[config.mk]
export PLATFORM = sky130hd
export DESIGN_NAME = adrv9001_ssi_serializer
export DESIGN_NICKNAME = d
export VERILOG_FILES = /design/src/rtl/adrv9001_ssi_serializer.sv
export SDC_FILE = /design/constraint.sdc
export NUM_CORES = 1
export LEC_CHECK = 0
export CORE_MARGIN = 2
export CORE_UTILIZATION = 48
export DETAILED_ROUTE_END_ITERATION = 7
export PLACE_DENSITY = 0.85
export SETUP_SLACK_MARGIN = 0.15
export SLEW_MARGIN = 20
export SYNTH_ARGS = -nofsm -noshare
export SYNTH_HDL_FRONTEND = slang
export SYNTH_SLANG_ARGS = --single-unit
[constraint.sdc]
create_clock -name clk -period 2.01 [get_ports clk]
set_input_delay 0.3015 -clock clk [delete_from_list [all_inputs] [get_ports clk]]
set_output_delay 0.3015 -clock clk [all_outputs]
set_load 0.01 [all_outputs]
[src/rtl/adrv9001_ssi_serializer.sv]
// ---------------------------------------------------------------------------
// adrv9001_ssi_serializer
//
// Purpose: converts a 32-bit I/Q sample stream into ADRV9001-style SSI serial
// lanes. Each frame carries one 16-bit I sample on idata and one 16-bit Q
// sample on qdata, one bit per clk. The frame strobe is high on the first bit
// (STROBE_LONG=0) or on the first 8 bits (STROBE_LONG=1). When the stream runs
// dry between frames while the channel is enabled, a zero frame is inserted
// and counted.
//
// Optional feature: define ADRV9001_SSI_SER_RAMP_EN to build the internal
// ramp source. With it built and test_mode=1, frames come from a 16-bit ramp
// (I=ramp, Q=~ramp) and the stream is ignored. Without it, test_mode is ignored.
//
// Parameters:
//   MSB_FIRST   1: lane bit 15 first, 0: lane bit 0 first
//   STROBE_LONG 0: strobe on bit 0 only, 1: strobe on bits 0..7
//
// Ports:
//   clk            single clock, one serial bit per rising edge
//   rst            asynchronous active-high reset
//   enable         channel enable (level)
//   s_axis_tdata   [31:16] I sample, [15:0] Q sample
//   s_axis_tvalid  sample word valid
//   s_axis_tready  word accepted this cycle
//   test_mode      select the ramp source (ramp build only)
//   strobe         SSI frame strobe
//   idata / qdata  serial I / Q lanes
//   busy           high while a frame is shifted (state == SHIFT)
//   underflow      one-cycle pulse in the cycle a zero frame is scheduled
//   underflow_cnt  saturating count of inserted zero frames
// ---------------------------------------------------------------------------
module adrv9001_ssi_serializer #(
    parameter int MSB_FIRST   = 1,
    parameter int STROBE_LONG = 0
) (
    input  logic        clk,
    input  logic        rst,
    input  logic        enable,
    input  logic [31:0] s_axis_tdata,
    input  logic        s_axis_tvalid,
    output logic        s_axis_tready,
    input  logic        test_mode,
    output logic        strobe,
    output logic        idata,
    output logic        qdata,
    output logic        busy,
    output logic        underflow,
    output logic [15:0] underflow_cnt
);

    typedef enum logic {IDLE = 1'b0, SHIFT = 1'b1} state_t;

    state_t      r_state;
    state_t      w_state_next;
    logic [3:0]  r_bit_cnt;
    logic [3:0]  w_bit_cnt_next;
    logic [15:0] r_i_sr;
    logic [15:0] r_q_sr;
    logic [15:0] w_i_sr_next;
    logic [15:0] w_q_sr_next;
    logic        r_strobe;
    logic        r_idata;
    logic        r_qdata;
    logic [15:0] r_underflow_cnt;
    logic        r_run;
    logic        w_ramp_mode;
    logic        w_frame_end;
    logic        w_slot;
    logic        w_load_word;
    logic        w_load_zero;
    logic        w_load_ramp;
    logic        w_load;
    logic        w_strobe_next;
    logic        w_i_bit_next;
    logic        w_q_bit_next;
    logic [31:0] w_load_data;
    logic [31:0] w_ramp_word;

`ifdef ADRV9001_SSI_SER_RAMP_EN
    logic [15:0] r_ramp;

    assign w_ramp_mode = test_mode;
    assign w_ramp_word = {r_ramp, ~r_ramp};

    always_ff @(posedge clk or posedge rst) begin
        if (rst) begin
            r_ramp <= 16'd0;
        end else if (w_load_ramp) begin
            r_ramp <= r_ramp + 16'd1;   // wraps 0xFFFF -> 0x0000
        end
    end
`else
    logic w_unused_test_mode;

    assign w_unused_test_mode = test_mode;
    assign w_ramp_mode        = 1'b0;
    assign w_ramp_word        = 32'd0;
`endif

    // r_run is cleared asynchronously and set on the first edge after reset
    // release, so the earliest acceptance is the second edge after release.
    always_ff @(posedge clk or posedge rst) begin
        if (rst) begin
            r_run <= 1'b0;
        end else begin
            r_run <= 1'b1;
        end
    end

    // Handshake: a word transfers on a rising edge where s_axis_tvalid and
    // s_axis_tready are both high. tready depends only on state, bit_cnt,
    // enable and the ramp select -- never on tvalid -- and is offered only in
    // IDLE or in the last bit of a frame, so frames chain without gaps.
    assign w_frame_end   = (r_state == SHIFT) && (r_bit_cnt == 4'd15);
    assign w_slot        = r_run && enable && ((r_state == IDLE) || w_frame_end);
    assign s_axis_tready = w_slot && !w_ramp_mode;
    assign w_load_word   = s_axis_tready && s_axis_tvalid;
    // Zero frames fill gaps only between frames, never from IDLE.
    assign w_load_zero   = s_axis_tready && !s_axis_tvalid && w_frame_end;
    assign w_load_ramp   = w_slot && w_ramp_mode;
    assign w_load        = w_load_word || w_load_zero || w_load_ramp;

    always_comb begin
        w_load_data = s_axis_tdata;
        if (w_load_ramp) begin
            w_load_data = w_ramp_word;
        end else if (w_load_zero) begin
            w_load_data = 32'd0;
        end
    end

    always_ff @(posedge clk or posedge rst) begin
        if (rst) begin
            r_state <= IDLE;
        end else begin
            r_state <= w_state_next;
        end
    end

    always_comb begin
        w_state_next   = r_state;
        w_bit_cnt_next = r_bit_cnt;
        w_i_sr_next    = r_i_sr;
        w_q_sr_next    = r_q_sr;
        if (w_load) begin
            w_state_next   = SHIFT;
            w_bit_cnt_next = 4'd0;
            w_i_sr_next    = w_load_data[31:16];
            w_q_sr_next    = w_load_data[15:0];
        end else if (r_state == SHIFT) begin
            if (w_frame_end) begin
                w_state_next   = IDLE;
                w_bit_cnt_next = 4'd0;
            end else begin
                w_bit_cnt_next = r_bit_cnt + 4'd1;
                if (MSB_FIRST != 0) begin
                    w_i_sr_next = {r_i_sr[14:0], 1'b0};
                    w_q_sr_next = {r_q_sr[14:0], 1'b0};
                end else begin
                    w_i_sr_next = {1'b0, r_i_sr[15:1]};
                    w_q_sr_next = {1'b0, r_q_sr[15:1]};
                end
            end
        end
    end

    // Output bits are taken from the next shift-register value so the first
    // bit appears on the registered lanes in the cycle right after the load.
    assign w_i_bit_next  = (MSB_FIRST != 0) ? w_i_sr_next[15] : w_i_sr_next[0];
    assign w_q_bit_next  = (MSB_FIRST != 0) ? w_q_sr_next[15] : w_q_sr_next[0];
    assign w_strobe_next = (w_state_next == SHIFT) &&
                           ((w_bit_cnt_next == 4'd0) ||
                            ((STROBE_LONG != 0) && (w_bit_cnt_next < 4'd8)));

    always_ff @(posedge clk or posedge rst) begin
        if (rst) begin
            r_bit_cnt       <= 4'd0;
            r_i_sr          <= 16'd0;
            r_q_sr          <= 16'd0;
            r_strobe        <= 1'b0;
            r_idata         <= 1'b0;
            r_qdata         <= 1'b0;
            r_underflow_cnt <= 16'd0;
        end else begin
            r_bit_cnt <= w_bit_cnt_next;
            r_i_sr    <= w_i_sr_next;
            r_q_sr    <= w_q_sr_next;
            r_strobe  <= w_strobe_next;
            r_idata   <= (w_state_next == SHIFT) && w_i_bit_next;
            r_qdata   <= (w_state_next == SHIFT) && w_q_bit_next;
            if (w_load_zero && (r_underflow_cnt != 16'hFFFF)) begin
                r_underflow_cnt <= r_underflow_cnt + 16'd1;
            end
        end
    end

    assign strobe        = r_strobe;
    assign idata         = r_idata;
    assign qdata         = r_qdata;
    assign busy          = (r_state == SHIFT);
    assign underflow     = w_load_zero;
    assign underflow_cnt = r_underflow_cnt;

endmodule

# Yosys cells after proc, flatten, opt, wreduce, memory -nomap -nowiden
# Cells that the tools add are included.
# op_classes
add_sub_neg	2
n_eq_ne	3
muxes	13
reduce_logical	16
n_bitwise	1
# ops
op	n
two-way mux 16 bit	6
two-way mux 32 bit	1
adder 16 x 1 -> 16 bit (second input constant)	1
inequality test 16 bit (second input constant)	1
two-way mux 4 bit	3
logical AND 1 bit	10
adder 4 x 1 -> 4 bit (second input constant)	1
equality test 4 bit (second input constant)	1
logical NOT 4 bit	1
two-way mux 1 bit	3
logical OR 1 bit	2
inequality test 2 x 1 -> 1 bit (second input constant)	1
AND reduction 2 bit	1
nonzero test 2 bit	1
logical NOT 1 bit	1
inverter 1 bit	1
# totals
output_inout_bits	22
register_bits	57

# Longest topological paths before layout
# logic_depth
word_depth	10
ltp_mapped	7
ltp_nobuf	5

# Least setup slack after synthesis
# No wires, ideal clock.
# synth_path
kind	reg2out
startpoint	register r_bit_cnt[0]
endpoint	output underflow
required_ns	1.709
setup_slack_ns	0.230
arrival_time_ns	1.479
path_buffers	2
path_stages_with_launch	7
path_cell_list	dfrtp_1 ha_1 nand3_4 or2_1 buf_6 clkbuf_1 inv_1
# synth_via
elab_chain_cells	6
# synth_lines
item	line_no	rtl
from (decl)	56	logic [3:0] r_bit_cnt;
from (signal assigned)	186	r_bit_cnt <= w_bit_cnt_next;
equality test 4 bit (*)	115	assign w_frame_end = (r_state == SHIFT) && (r_bit_cnt == 4'd15);
logical AND 1 bit (*)	115	
logical OR 1 bit	116	assign w_slot = r_run && enable && ((r_state == IDLE) || w_frame_end);
logical AND 1 bit	116	
logical AND 1 bit	120	assign w_load_zero = s_axis_tready && !s_axis_tvalid && w_frame_end;
logical AND 1 bit (*)	120	
to (decl)	48	output logic underflow,
# Every way passes the cells marked *; elsewhere a longest branch is shown, timed or not.

# Final worst setup path
# layout_path
startpoint	register r_bit_cnt[1]
endpoint	output underflow
# Same word-level chain as after synthesis.

==> key figures <==
Floorplan
  • Die Area: 0.006044 sq mm
  • Ports: 59
  • Row cnt: 26
  • Core Area: 0.005172 sq mm
  • Initial Util: 50.46%
  • Die Wd: 77.74 um
  • Die height: between 70 and 80 um

CTS
  • H-tree Lvls: 2
  • CTS root buf: clkbuf_8
  • Post-CTS Hold Buffers: 0
  • Deepest clock path buffer count: 2
  • Clk pin slew, worst setup/hold paths: ~100 ps
  • Worst-skew pair later-pin latency: between 300 and 400 ps
  • CTS sink count: 55
  • TritonCTS clock tree: built
  • CTS Buf Count: 5

STA
  • RSZ-0062 raised after global routing: yes
  • Final setup margin: 241.0 ps
  • Fmax: about 570 MHz
  • Final worst path period share: around nine tenths
  • Max Slew Vio Count: 0
  • Fin. Hold Viols: 0
  • Clock Skew: 6.914 ps
  • Min Clock Period, post-route: 1769 ps
  • Final Setup Violations: 0

Place
  • Pre-CTS setup slack: -106.9 ps
  • Dpl hpwl: about 4 mm
  • Dpl cells: between 300 and 400
  • IO buf count: 57
  • Placed Area: about 0.0034 sq mm
  • Routability congestion estimate: between 0.8 and 0.9

Layout
  • Final nets: 367
  • Fin cells: 399
  • Commonest cells after routing, fill and taps aside: dfrtp_1, clkdlybuf4s50_1, nand2_1, a21oi_1, o22ai_1
  • Fraction of layout cells with a size suffix above 1: 15.50%
  • Cell area after layout: between 0.003 and 0.004 sq mm
  • Ant diodes: 0
  • Layout area overhead: 33.65%
  • Final core utilization: between 60% and 70%

Yosys
  • Largest family of logic cells by synthesized area: simple AND/OR/NAND/NOR gates
  • #FFs+latches synth: 55
  • Yosys cell types: 39
  • Leading area contributor after synthesis: dfrtp_1
  • Mapped Area: between 0.002 and 0.003 sq mm
  • Register area share after synthesis: 52.73%
  • Post-synthesis mux area share: 2.205%
  • Syn Nets: between 200 and 300
  • Synth top area share: around 53%
  • Synth Area in Compound Gates: 15.68%
  • Syn Area/Cell: ~10 sq um
  • Simple-gate share of the synthesized area: about a fifth
  • YS warnings: 0
  • Top post-synthesis cells by area: dfrtp_1, nand2_1, o22ai_1
  • Synthesized instance count: between 200 and 300
  • Adder-Cell Fraction of Synth Area: 0.9588%
  • Post-Synth XOR/XNOR Area: between 4 and 5%

Hold path
  • Hold Path Class: in2async

Detailed routing
  • DR DRC count: 0
  • Routed met3 length: 238 um
  • DRT antenna net count: 0
  • Total number of vias: 2,182
  • WL final: 5.707 mm
  • WL/cell: 14.30 um
  • Top routing layer used: met4
  • Pre-Repair DR Iteration Count: 4
  • DR WL met2: just under 3 mm
  • DRT iter0 DRCs: around 110
  • Met1 WL: 2.525 mm
  • DR vias/cell: between 5 and 6

Outcome
  • Status: finished clean

Setup path
  • Critical Path AT: 1470 ps
  • WP data required: between 1500 and 2000 ps
  • CP Max Fanout: 2
  • Startpoint types: register
  • CP Capture Type: primary output
  • Setup CP Type: reg2out

Global route
  • Initial antenna violation count: 0
  • Largest net degree at the start of global routing: 56
  • Vias in the first global route: roughly 2,100
  • Total gr overflow: 0
  • Global-route wire length before repair: around 9.4 mm
  • Gr usage total: between 10% and 20%

Pwr
  • Total chip power: roughly 3900 uW
  • VDD IR max: between 600 and 700 uV
  • Pwr Density: between 1000 and 1500 mW/mm^2
  • Leakage power: 0.001552 uW

Run
  • Max Cap Violations: 0
## registers in the layout, summed over array words and instances, names as in the netlist
name,flops
r_i_sr,15
strobe,1
r_bit_cnt,4
r_run,1
underflow_cnt,16
busy,1
idata,1
qdata,1
r_q_sr,15
## critical path, stage by stage, from the launching register on
cell      delay, ps
dfrtp_1         380
ha_2            210
nand3_4          70
or2_1           260
inv_1           100
clkbuf_2        140
## synthesized netlist by cell type
master     count
o21ba_2        1
nand2b_1       1
nand3_1       13
mux2i_1        2
xnor2_1        5
a2111oi_2      1
o22ai_1       28
nor2_1         8
xor2_1         9
conb_1         1
inv_1          4
a21oi_1       33
buf_6          2
nor3b_2        1
nor2_2         1
dfrtp_1       55
a31oi_1        1
clkbuf_1       7
o22ai_2        1
nand4_1        6
nand4b_4       1
mux2_4         1
o21ai_0        5
and3_2         1
nor4_2         3
buf_2          5
mux2_2         1
nand3_4        1
or3_1          2
ha_1           2
nand2_1       47
nand3b_1       1
nor4b_2        2
mux2_1         1
or2_1          1
nor3_1         2
nand4_2        1
nor2b_1        1
nor4_4         1
## logic make-up (layout without fill, tap and decap cells)
family | count (synthesis) | in the layout
compound gates | 70 | 70
other cells | 1 | 1
buf+inv | 18 | 88
mux | 5 | 5
fa+ha+maj | 2 | 2
simple gates | 94 | 94
xor+xnor | 14 | 14
flops | 55 | 55
## power by group
group          internal [uW]  switching [uW]  total [uW]
Sequential              1470             239        1710
Clock                    250             366         615
Combinational            774             763        1540
Total                   2500            1370        3870
## area by class of cell
class                      count  area, sq um
timing repair buffer          76        748.2
sequential                    55         1376
fill                         404         1684
tap                           70        87.58
clock inverter                 3        25.02
multi-input combinational    186         1167
clock buffer                   5        68.82
inverter                       4        15.01
## final timing paths
path | from | end | slack [ps] | cells past startpoint
max reg2reg | r_bit_cnt[1] | underflow_cnt[10] | 270 | 6
max | r_bit_cnt[1] | underflow | 240 | 5
min reg2reg | r_i_sr[14] | idata | 530 | 2
min in group clk | r_i_sr[14] | idata | 530 | 2
min | rst | underflow_cnt[14] | 340 | 3
max in group asynchronous | rst | r_i_sr[12] | 1420 | 3
## per-stage QoR
stage / setup TNS, ps / hold WS [ps]
final: 0 / 341.4
after global routing: 0 / 366.7
after CTS: 0 / 351.4
after detailed placement: -362.8 / 497.4
after global placement: -84.89 / 494.4
after floorplan: 0 / 406.9
## per-layer routing
metal | vias up | track usage [%]
li1 | 1074 | -
met1 | 1036 | 24.90
met2 | 65 | 33.02
met3 | 7 | 3.256
met4 | 0 | 7.500
met5 | - | 0
## what timing repair did
item | CTS | global route
endpoints found under the setup margin | 2 | 9
cloned | 0 | 0
pin swaps | 0 | 0
buffers inserted | 1 | 2
gates resized for setup | 3 | 9
No activity file was read; power rests on OpenSTA's default activity.
